--- src/rtl/mult_pkg.sv ---
// Shared types and sizing helpers for the sequential shift-add multiplier.
package mult_pkg;

    typedef enum logic [1:0] {
        IDLE = 2'd0,
        RUN  = 2'd1,
        DONE = 2'd2
    } state_e;

    localparam int unsigned DEF_W      = 8;
    localparam int unsigned DEF_PROD_W = 2 * DEF_W;

    // Iteration counter width: clog2(w), never below one bit.
    function automatic int unsigned cnt_width(input int unsigned w);
        return (w <= 2) ? 1 : int'($clog2(w));
    endfunction

endpackage

--- src/rtl/mult_addsub.sv ---
// Combinational N-bit ripple adder/subtractor: s = x + y, or x - y when sub is set.
module mult_addsub #(
    parameter int unsigned N = 9
) (
    input  logic [N-1:0] x,
    input  logic [N-1:0] y,
    input  logic         sub,
    output logic [N-1:0] s
);

    // Subtraction as x + ~y + 1, the +1 entering as the chain's carry-in.
    always_comb begin
        logic carry;
        logic yb;
        carry = sub;
        yb    = 1'b0;
        s     = '0;
        for (int i = 0; i < int'(N); i++) begin
            yb    = y[i] ^ sub;
            s[i]  = x[i] ^ yb ^ carry;
            carry = (x[i] & yb) | (carry & (x[i] ^ yb));
        end
    end

endmodule

--- src/rtl/seq_mult.sv ---
// Iterative shift-add multiplier, one multiplier bit per clock, unsigned or
// two's-complement per operation, with a start/done handshake.
module seq_mult
    import mult_pkg::*;
#(
    parameter int unsigned W = DEF_W
) (
    input  logic             clk,
    input  logic             rst,
    input  logic             start,
    input  logic             signed_mode,
    input  logic [W-1:0]     a,
    input  logic [W-1:0]     b,
    output logic             busy,
    output logic             done,
    output logic [2*W-1:0]   p
);

    localparam int unsigned PW = 2 * W;
    localparam int unsigned CW = cnt_width(W);

    state_e          state_q, state_d;
    logic [CW-1:0]   cnt_q,   cnt_d;
    logic [W-1:0]    mcand_q, mcand_d;
    logic [W-1:0]    mq_q,    mq_d;
    logic [W:0]      acc_q,   acc_d;
    logic            sgn_q,   sgn_d;
    logic            busy_q,  busy_d;
    logic            done_q,  done_d;
    logic [PW-1:0]   p_q,     p_d;

    logic [W:0]      mext;
    logic [W:0]      addend;
    logic [W:0]      sum;
    logic            last;
    logic            sub;
    logic            fill;
    logic            accept;

    // Multiplicand widened to the accumulator width; the final signed step subtracts.
    always_comb begin
        mext   = sgn_q ? {mcand_q[W-1], mcand_q} : {1'b0, mcand_q};
        addend = mq_q[0] ? mext : '0;
        last   = (cnt_q == CW'(W - 1));
        sub    = sgn_q & last;
        fill   = sgn_q & sum[W];
    end

    mult_addsub #(.N(W + 1)) u_addsub (
        .x   (acc_q),
        .y   (addend),
        .sub (sub),
        .s   (sum)
    );

    always_comb begin
        state_d = state_q;
        cnt_d   = cnt_q;
        mcand_d = mcand_q;
        mq_d    = mq_q;
        acc_d   = acc_q;
        sgn_d   = sgn_q;
        done_d  = 1'b0;
        p_d     = p_q;
        accept  = 1'b0;

        case (state_q)
            IDLE: begin
                accept = start;
            end
            RUN: begin
                acc_d = {fill, sum[W:1]};
                mq_d  = {sum[0], mq_q[W-1:1]};
                if (last) begin
                    state_d = DONE;
                end else begin
                    cnt_d = cnt_q + CW'(1);
                end
            end
            DONE: begin
                done_d  = 1'b1;
                p_d     = {acc_q[W-1:0], mq_q};
                state_d = IDLE;
                accept  = start;
            end
            default: begin
                state_d = IDLE;
            end
        endcase

        if (accept) begin
            state_d = RUN;
            cnt_d   = '0;
            mcand_d = a;
            mq_d    = b;
            acc_d   = '0;
            sgn_d   = signed_mode;
        end

        // busy drops on the done pulse, even when a back-to-back op is accepted there.
        busy_d = (state_d != IDLE) && !done_d;
    end

    always_ff @(posedge clk) begin
        if (rst) begin
            state_q <= IDLE;
            cnt_q   <= '0;
            mcand_q <= '0;
            mq_q    <= '0;
            acc_q   <= '0;
            sgn_q   <= 1'b0;
            busy_q  <= 1'b0;
            done_q  <= 1'b0;
            p_q     <= '0;
        end else begin
            state_q <= state_d;
            cnt_q   <= cnt_d;
            mcand_q <= mcand_d;
            mq_q    <= mq_d;
            acc_q   <= acc_d;
            sgn_q   <= sgn_d;
            busy_q  <= busy_d;
            done_q  <= done_d;
            p_q     <= p_d;
        end
    end

    assign busy = busy_q;
    assign done = done_q;
    assign p    = p_q;

endmodule

--- config.mk ---
export PLATFORM = sky130hd
export DESIGN_NAME = seq_mult
export DESIGN_NICKNAME = d
export VERILOG_FILES = /design/src/rtl/mult_pkg.sv /design/src/rtl/mult_addsub.sv /design/src/rtl/seq_mult.sv
export SDC_FILE = /design/constraint.sdc
export NUM_CORES = 1
export LEC_CHECK = 0
export CORE_MARGIN = 1.5
export CORE_UTILIZATION = 52
export CTS_CLUSTER_SIZE = 14
export DETAILED_ROUTE_END_ITERATION = 10
export PLACE_DENSITY = 0.89
export SLEW_MARGIN = 20
export SYNTH_ARGS = -nofsm -noshare
export SYNTH_HDL_FRONTEND = slang
export SYNTH_HIERARCHICAL = 1
export SYNTH_SLANG_ARGS = --single-unit
--- constraint.sdc ---
create_clock -name clk -period 6.15 [get_ports clk]
set_input_delay 1.845 -clock clk [delete_from_list [all_inputs] [get_ports clk]]
set_output_delay 1.845 -clock clk [all_outputs]
set_load 0.01 [all_outputs]
==> impl_metrics.py <==
metrics = {
    "min_path": {
        "min_to": "mcand_q[2]",
        "hold_path_depth": 2,
        "hold_path_class": "reg -> reg",
        "holdCritStartpoint": "mcand_q[2]",
    },
    "power_and_ir_drop": {
        "p_leak_nw": 0.9627,
        "power_uw": 650.8,
        "netSwitchingFraction_pct": 21.21,
        "power_density_nw_per_um2": 245.7,
        "power_frac_seq_pct": 51.7,
        "switchingPower_uw": 138.0,
        "pwr-share-clk_pct": 40.2,
        "p_int_uw": 512.8,
        "p_comb_share_pct": 8.2,
        "peakVddDrop_v": 0.0001461,
    },
    "logic_synthesis": {
        "synth-edff-count": 0,
        "synthFlopType": "dfxtp_1",
        "ys_ff_latch": 49,
        "yosys-top-cells-count": "51 x nand2_1, 49 x dfxtp_1, 21 x a21oi_1",
        "avgSynthCellArea_sq_um": 9.433,
        "synth_seq_area_share_pct": 44.83,
        "synth_top_area_share_pct": 44.83,
        "postSynth.asyncResetShare_pct": 0,
        "yosysWarningCount": 6,
        "synthesis.area_sq_um": 2188,
        "yosysUniqueCellTypes": 33,
        "yosys.area.top_type": "dfxtp_1",
        "yosys-top-cells-area": "dfxtp_1 45%, nand2_1 8.7%, a22o_1 6.4%, fa_1 6.4%, a21oi_1 4.8%",
        "synthCells": 232,
        "post-synth-top-count-cell": "nand2_1",
        "syn_nets": 262,
    },
    "timing": {
        "setup_viol": 0,
        "finClkSkew_ns": 0.009134,
        "rsz0062_at_grt": "false",
        "worstMarginPinSlew_ns": 0.8862,
        "setup_tns_ns": 0,
        "drv_slew": 0,
        "hold_violations": 0,
        "max_freq_ghz": 0.2075,
        "min_period_over_period_pct": 78.37,
        "holdWs_ns": 0.4561,
        "slew_headroom_pct": 40.74,
        "finalCriticalPeriod_ns": 4.820,
    },
    "final_layout": {
        "drive_above_1_share_pct": 6.464,
        "final_cell_area_sq_um": 2649,
        "fillCellCount": 317,
        "final_net_count": 292,
        "antenna-diode-count": 0,
        "area_growth_pct": 21.04,
    },
    "setup_path": {
        "critPathKind": "reg -> reg",
        "worstPathArrival_ns": 5.04,
        "worstPathRequired_ns": 6.37,
        "timing.rr.end": "acc_q[8]",
        "worstSetupStartpointType": "register",
        "critPathMaxFanout": 9,
        "r2r_cells": 15,
        "r2r_slack_ns": 1.33,
        "crit_path_end_kind": "register",
        "rr_startpoint": "cnt_q[0]",
    },
    "route": {
        "viasPerCell": 5.208,
        "dr.pass1.iters": 4,
        "routed_wl_um": 4038,
        "drtIter0Drc": 122,
        "num_vias": 1630,
        "ant_nets": 0,
        "wl_per_cell_um": 12.90,
        "route.detailed.drc": 0,
    },
    "clock_network": {
        "cts_buffers": 5,
        "cts-root-buf": "clkbuf_8",
        "cts_tree": "yes",
        "post_cts_buffers": 0,
        "worstSkewPairLatency_ns": 0.30,
        "clockBufferDepth": 2,
        "clock-sinks": 49,
        "hold_buffers": 0,
        "ctsResizeCount": 0,
        "clkTransAtPathRegs_ns": 0.08,
        "ctsHtreeMaxLevel": 2,
    },
    "global_routing": {
        "grt_use_total_pct": 19.46,
        "first_global_vias": 1486,
        "grt_pass1_wl_um": 6720,
        "gr-total-overflow": 0,
        "antenna_found_initial": 0,
        "grt_max_degree": 28,
    },
    "floorplan": {
        "initial_core_util_pct": 54.32,
        "io_pins": 38,
        "dieArea_sq_um": 4606,
        "core_region_area_sq_um": 4029,
        "die_w_um": 67.87,
        "die_h_um": 67.87,
        "rows": 23,
    },
    "status": {
        "status": "finished, final reports clean",
    },
    "job": {
        "max_cap_viol_count": 0,
    },
    "placement": {
        "io_buffers": 37,
        "placed_cell_area_sq_um": 2512,
        "place_congestion": 0.8250,
        "dpl.hpwl_um": 2902,
    },
}
-- worst max-delay path, cell delays in order (launching register included) --
cell     delay (ns)
dfxtp_1        0.36
ha_1           0.18
ha_1           0.17
and2_1         0.44
xnor2_1        0.18
fa_1           0.43
fa_1           0.39
fa_1           0.39
fa_1           0.39
fa_1           0.39
fa_1           0.39
fa_1           0.41
xnor2_1        0.16
xnor2_1        0.23
nand3_1        0.10
a21oi_1        0.15
-- power groups by stage --
stage / sequential, mW / combinational (mW) / clock, mW
detailed placement: 0.343 / 0.0532 / 0
global route: 0.338 / 0.0595 / 0.280
finish: 0.336 / 0.0532 / 0.261
global placement: 0.343 / 0.0520 / 0
CTS: 0.336 / 0.0534 / 0.264
floorplan: 0.340 / 0.0389 / 0
-- registers in the layout, indices dropped and copies added, names as in the netlist --
register and count:
mcand_q 8, state_q 2, acc_q 9, sgn_q 1
done 1, cnt_q 3, p 16, mq_q 8
busy 1
-- routing by layer --
metal	track usage (%)	vias up	wire [um]
met3	4.605	6	125
li1	-	822	-
met4	7.250	0	55
met2	31.62	36	1971
met5	0	-	0
met1	25.23	766	1885
-- how the worst max path moves through the flow --
stage | startpoint | end | slack, ns | cells past startpoint
final | cnt_q[0] | acc_q[8] | 1.33 | 15
after CTS | cnt_q[0] | acc_q[8] | 1.33 | 15
after global routing | cnt_q[0] | acc_q[8] | 1.12 | 15
after floorplan | cnt_q[0] | acc_q[8] | 1.75 | 16
after detailed placement | cnt_q[0] | acc_q[8] | 1.37 | 15
after global placement | cnt_q[0] | acc_q[8] | 1.52 | 15
-- kinds of logic after synthesis --
logic type | count (synthesis) | share of synthesized area (%)
DFF | 49 | 44.83
xor gates and xnor gates | 12 | 5.146
AOI/OAI and AO/OA | 50 | 16.52
buffers and inverters | 30 | 7.890
and+or+nand+nor | 80 | 17.04
adders and majority gates | 10 | 8.119
muxes | 1 | 0.4574
-- stage by stage --
stage | util (%) | setup WS, ns | std cells
6_report | 65.75 | 1.330 | 313
4_1_cts | 65.68 | 1.327 | 313
3_5_place_dp | 62.36 | 1.368 | 305
2_1_floorplan | - | 1.750 | 232
5_1_grt | 65.75 | 1.120 | 313
3_3_place_gp | 62.36 | 1.520 | 305
-- cells in the final DEF, fill, tap and decap left out, types with 2 or more instances in the layout --
cell type / netlist / routed
ha_1: 3 / 3
xnor2_1: 10 / 10
dfxtp_1: 49 / 49
nand2b_1: 2 / 2
a21oi_1: 21 / 21
a311oi_1: 6 / 6
clkdlybuf4s50_1: 0 / 37
a22o_1: 16 / 16
nand2_1: 51 / 51
clkbuf_8: 0 / 5
nor2_1: 8 / 8
o21ai_0: 2 / 2
and2_1: 9 / 9
inv_1: 15 / 15
bufinv_16: 0 / 2
fa_1: 7 / 7
nand3_1: 2 / 2
-- final cells by class --
type | count | area (sq um) | area share, %
sequential | 49 | 980.9 | 37.03
inverter | 15 | 56.30 | 2.126
clock inverter | 3 | 65.06 | 2.456
clock buffer | 5 | 68.82 | 2.598
multi-input combinational | 153 | 1037 | 39.16
timing repair buffer | 38 | 377.9 | 14.27
tap | 50 | 62.56 | 2.362
No activity file was read; power rests on OpenSTA's default activity.
==> RTL edit 1, RTL diff (config.mk and constraints unchanged) <==
`DEF_W`: 8 -> 9.
--- a/src/rtl/mult_pkg.sv
+++ b/src/rtl/mult_pkg.sv
@@ -7,7 +7,7 @@
         DONE = 2'd2
     } state_e;
 
-    localparam int unsigned DEF_W      = 8;
+    localparam int unsigned DEF_W      = 9;
     localparam int unsigned DEF_PROD_W = 2 * DEF_W;
 
     // Iteration counter width: clog2(w), never below one bit.
Interface: changed (resized a, b and p); port bits go from 38 to 42. The function was not compared with the original's and may differ.
==> RTL edit 1 against the original RTL <==
- sequential share of layout area up 1.6 points
- combinational power rose by 13%
- worst setup slack lost 0.38 ns
- critical path depth rose by 2
- area after synthesis up 8.7%
- final area is 7.6% higher
- routed wire length increased by 16%
- sequential cell count rose by 6
- total power down 2.2%
- critical endpoint is now acc_q[9]
==> RTL edit 1: results <==
metrics = {
    "place": {
        "dpl.hpwl_um": 3272,
        "routabilityCongestion": 0.8350,
        "io_buffers": 41,
        "post-place-cells": 341,
        "placed_cell_area_mm2": 0.002761,
    },
    "power_and_ir_drop": {
        "power.leakage_nw": 1.024,
        "ir_drop_uv": 112.1,
    },
    "die": {
        "die_x_um": 70.63,
    },
    "run_status": {
        "status": "finished clean",
    },
    "worst_hold_path": {
        "hold_start": "mcand_q[7]",
        "worstHoldPathType": "flip-flop to flip-flop",
        "holdPathEnd": "mcand_q[7]",
    },
    "finish": {
        "largest_reg_flops": 18,
        "clkCellAreaFrac_pct": 3.074,
        "sh_seq_area_pct": 38.65,
        "multi_input_area_share_pct": 38.56,
        "inv_count": 21,
        "drive_gt1_share_pct": 4.377,
        "buffers": 42,
        "n_fill_cell": 354,
    },
    "setup_path": {
        "worstRegToRegCells": 17,
        "cp.arrival_ns": 5.43,
        "cp_max_fo": 10,
        "cpPeakStageDelay_ns": 0.42,
        "r2r_end": "acc_q[9]",
    },
    "yosys": {
        "synth_area_leaders": "dfxtp_1, nand2_1, fa_1",
        "synth_xor_area_share_pct": 4.734,
        "postSynthAreaPerCell_um2": 9.010,
        "synth_common_cells": "dfxtp_1, nand2_1, a21oi_1",
        "synth_fa_ha_area_share_pct": 7.785,
        "synth_compound_area_share_pct": 17.04,
        "synth_top_flop_cell": "dfxtp_1",
        "synth_fp_nets": 296,
    },
    "global_routing": {
        "grt_pass1_vias": 1777,
        "grtUsageTotal_pct": 19.89,
        "grtUsageMet2_pct": 34.17,
        "use_met3_pct": 4.274,
        "antenna_found_initial": 0,
        "grt.met1_usage_pct": 24.36,
    },
    "detailed_routing": {
        "dr_wl_met3_um": 186,
        "viasPerCell": 5.289,
        "drtIter0Drc": 143,
        "wl_per_cell_um": 13.38,
        "met1_length_um": 2152,
        "met2_length_um": 2243,
        "wirelength_um": 4668,
    },
    "sta": {
        "fin_crit_ns": 5.195,
        "relSlewSlack_pct": 36.25,
        "finalClockSkew_ns": 0.01018,
    },
}
## RTL edit 1: cell count changes in the layout (fill, tap and decap cells not counted), moves of 3 or more
cell / unedited run / this run
a311oi_1: 6 / 0
inv_1: 15 / 20
o21ai_0: 2 / 10
nor2_1: 8 / 1
clkdlybuf4s50_1: 37 / 41
a31oi_1: 0 / 6
nor3_1: 0 / 7
o22ai_1: 0 / 3
a21oi_1: 21 / 25
dfxtp_1: 49 / 55
## RTL edit 1: worst max path at each step
stage | from | cells after the start | end
finish | cnt_q[0] | 17 | acc_q[9]
global placement | cnt_q[0] | 17 | acc_q[9]
detailed placement | cnt_q[0] | 17 | acc_q[9]
global route | cnt_q[0] | 17 | acc_q[9]
floorplan | cnt_q[0] | 18 | acc_q[9]
CTS | cnt_q[0] | 17 | acc_q[9]
## RTL edit 1: report_power, final
group	internal (W)	switching [W]
combinational	0.0000262	0.0000339
sequential	0.000368	0.00000967
clock	0.0000805	0.000118
==> RTL edit 2, RTL diff (same flow settings) <==
Without the edit above. Register the inputs `start`, `signed_mode`, `a` and `b` before use, with the module's reset. The logic sees them one clock later.
--- a/src/rtl/seq_mult.sv
+++ b/src/rtl/seq_mult.sv
@@ -18,6 +18,25 @@
 
     localparam int unsigned PW = 2 * W;
     localparam int unsigned CW = cnt_width(W);
+
+    logic start_q;
+    logic signed_mode_q;
+    logic [W-1:0] a_q;
+    logic [W-1:0] b_q;
+
+    always_ff @(posedge clk) begin
+        if (rst) begin
+            start_q       <= '0;
+            signed_mode_q <= '0;
+            a_q           <= '0;
+            b_q           <= '0;
+        end else begin
+            start_q       <= start;
+            signed_mode_q <= signed_mode;
+            a_q           <= a;
+            b_q           <= b;
+        end
+    end
 
     state_e          state_q, state_d;
     logic [CW-1:0]   cnt_q,   cnt_d;
@@ -66,7 +85,7 @@
 
         case (state_q)
             IDLE: begin
-                accept = start;
+                accept = start_q;
             end
             RUN: begin
                 acc_d = {fill, sum[W:1]};
@@ -81,7 +100,7 @@
                 done_d  = 1'b1;
                 p_d     = {acc_q[W-1:0], mq_q};
                 state_d = IDLE;
-                accept  = start;
+                accept  = start_q;
             end
             default: begin
                 state_d = IDLE;
@@ -91,10 +110,10 @@
         if (accept) begin
             state_d = RUN;
             cnt_d   = '0;
-            mcand_d = a;
-            mq_d    = b;
+            mcand_d = a_q;
+            mq_d    = b_q;
             acc_d   = '0;
-            sgn_d   = signed_mode;
+            sgn_d   = signed_mode_q;
         end
 
         // busy drops on the done pulse, even when a back-to-back op is accepted there.
Check against the original RTL: not equivalent (a bounded check fails within 4 cycles, from zero or initial values and one cycle with rst high).
==> RTL edit 2 against the original RTL <==
- area after synthesis is 22% higher
- sequential cell count is 18 higher
- routed wire length is 12% higher
- final area is 21% higher
- final cell count is 19% higher
- worst setup slack worse by 0.059 ns
- total power is 32% higher
- core utilization is 0.42 points higher
- critical path depth stayed put
- largest cell class is now registers
- largest power group unchanged
- highest routed layer unchanged
==> RTL edit 2: results <==
metrics = {
    "yosys": {
        "ys_types": 34,
        "synth_common_cells": "dfxtp_1, nand2_1, a21oi_1",
        "synth_area_leaders": "dfxtp_1, nand2_1, a22o_1",
        "synth_top_flop_cell": "dfxtp_1",
        "synth_fp_nets": 300,
        "postSynthAreaPerCell_um2": 9.922,
        "ys_seq_area_share_pct": 50.07,
    },
    "setup_path": {
        "ff2ff_setup_slack_ns": 1.27,
        "cp.arrival_ns": 5.14,
        "worstRegToRegCells": 15,
        "crit_path_start_kind": "flip-flop",
        "cpPeakStageDelay_ns": 0.48,
        "timing.rr.start": "cnt_q[0]",
    },
    "place": {
        "post-place-cells": 358,
        "placed_cell_area_mm2": 0.003012,
        "routabilityCongestion": 0.8743,
        "dpl.hpwl_um": 3163,
    },
    "detailed_routing": {
        "drtIter0Drc": 128,
        "viasPerCell": 4.955,
        "wl_per_cell_um": 12.14,
        "first_pass_iters": 4,
    },
    "global_routing": {
        "grt_pass1_vias": 1780,
        "grtUsageTotal_pct": 19.50,
        "grt_pass1_wl_um": 7935,
    },
    "power_and_ir_drop": {
        "power_clock_w": 0.000356,
        "power.leakage_nw": 1.180,
        "p_int_w": 0.0006669,
        "p_sw_share_pct": 22.59,
        "ir_drop_uv": 194.2,
        "combPwrFrac_pct": 5.7,
    },
    "sta": {
        "worstMarginPinSlew_ns": 0.9970,
        "fmax_mhz": 205.0,
        "finalClockSkew_ns": 0.005276,
    },
    "finish": {
        "antenna_cells": 0,
        "nNetsFinal": 332,
        "n_fill_cell": 383,
        "drive_gt1_share_pct": 7.818,
        "final-instance-count-excl-fill": 374,
    },
    "clocking": {
        "clock_latency_ns": 0.34,
        "h-tree-depth": 3,
        "numCtsBuffers": 9,
    },
    "run_status": {
        "status": "finished clean",
    },
}
==> RTL edit 2: cell types whose count changed after synthesis <==
cell	change
and2b_1	+4
buf_2	+1
buf_4	+1
dfxtp_1	+18
nor2b_1	+14
==> RTL edit 2: cell families after synthesis <==
| logic type | count (synthesis) | synth area share (%) |
|---|---|---|
| flip-flops | 67 | 50.07 |
| adder cells (fa/ha/maj) | 10 | 6.632 |
| buffers and inverters | 32 | 6.912 |
| multiplexers | 1 | 0.3737 |
| AND/OR/NAND/NOR | 98 | 18.31 |
| AO/OA/AOI/OAI | 50 | 13.50 |
| XOR/XNOR | 12 | 4.204 |
==> RTL edit 2: layer usage <==
layer / routed length [µm] / up-vias / share of wire (%) / track usage, %
met5: 0 / - / 0 / 0
met4: 75 / 0 / 1.7 / 10.71
met3: 221 / 7 / 4.9 / 6.961
met2: 2098 / 45 / 46 / 29.07
met1: 2144 / 859 / 47 / 24.77
li1: - / 942 / - / -
==> RTL edit 2: tightest hold or removal path: stages (launching register included) <==
cell and delay (ns):
dfxtp_1 0.30, nand2_1 0.04, a21oi_1 0.05
==> RTL edit 2: worst min-delay path by stage <==
stage / start / endpoint / slack (ns) / depth (start not counted)
floorplan: a_q[0] / mcand_q[0] / 0.42 / 2
global placement: a_q[2] / mcand_q[2] / 0.42 / 2
detailed placement: a_q[1] / mcand_q[1] / 0.43 / 2
CTS: a_q[1] / mcand_q[1] / 0.44 / 2
global route: a_q[2] / mcand_q[2] / 0.45 / 2
finish: a_q[7] / mcand_q[7] / 0.44 / 2
==> RTL edit 2: final cells by class <==
class	instances	area, µm²	share of cell area, %
multi-input cells	171	1155	36.00
inverters	15	56.30	1.755
clock inverters	5	52.55	1.638
flip-flops and latches	67	1341	41.81
well taps	67	83.83	2.613
repair buffers	38	377.9	11.78
clock buffers	11	141.4	4.407
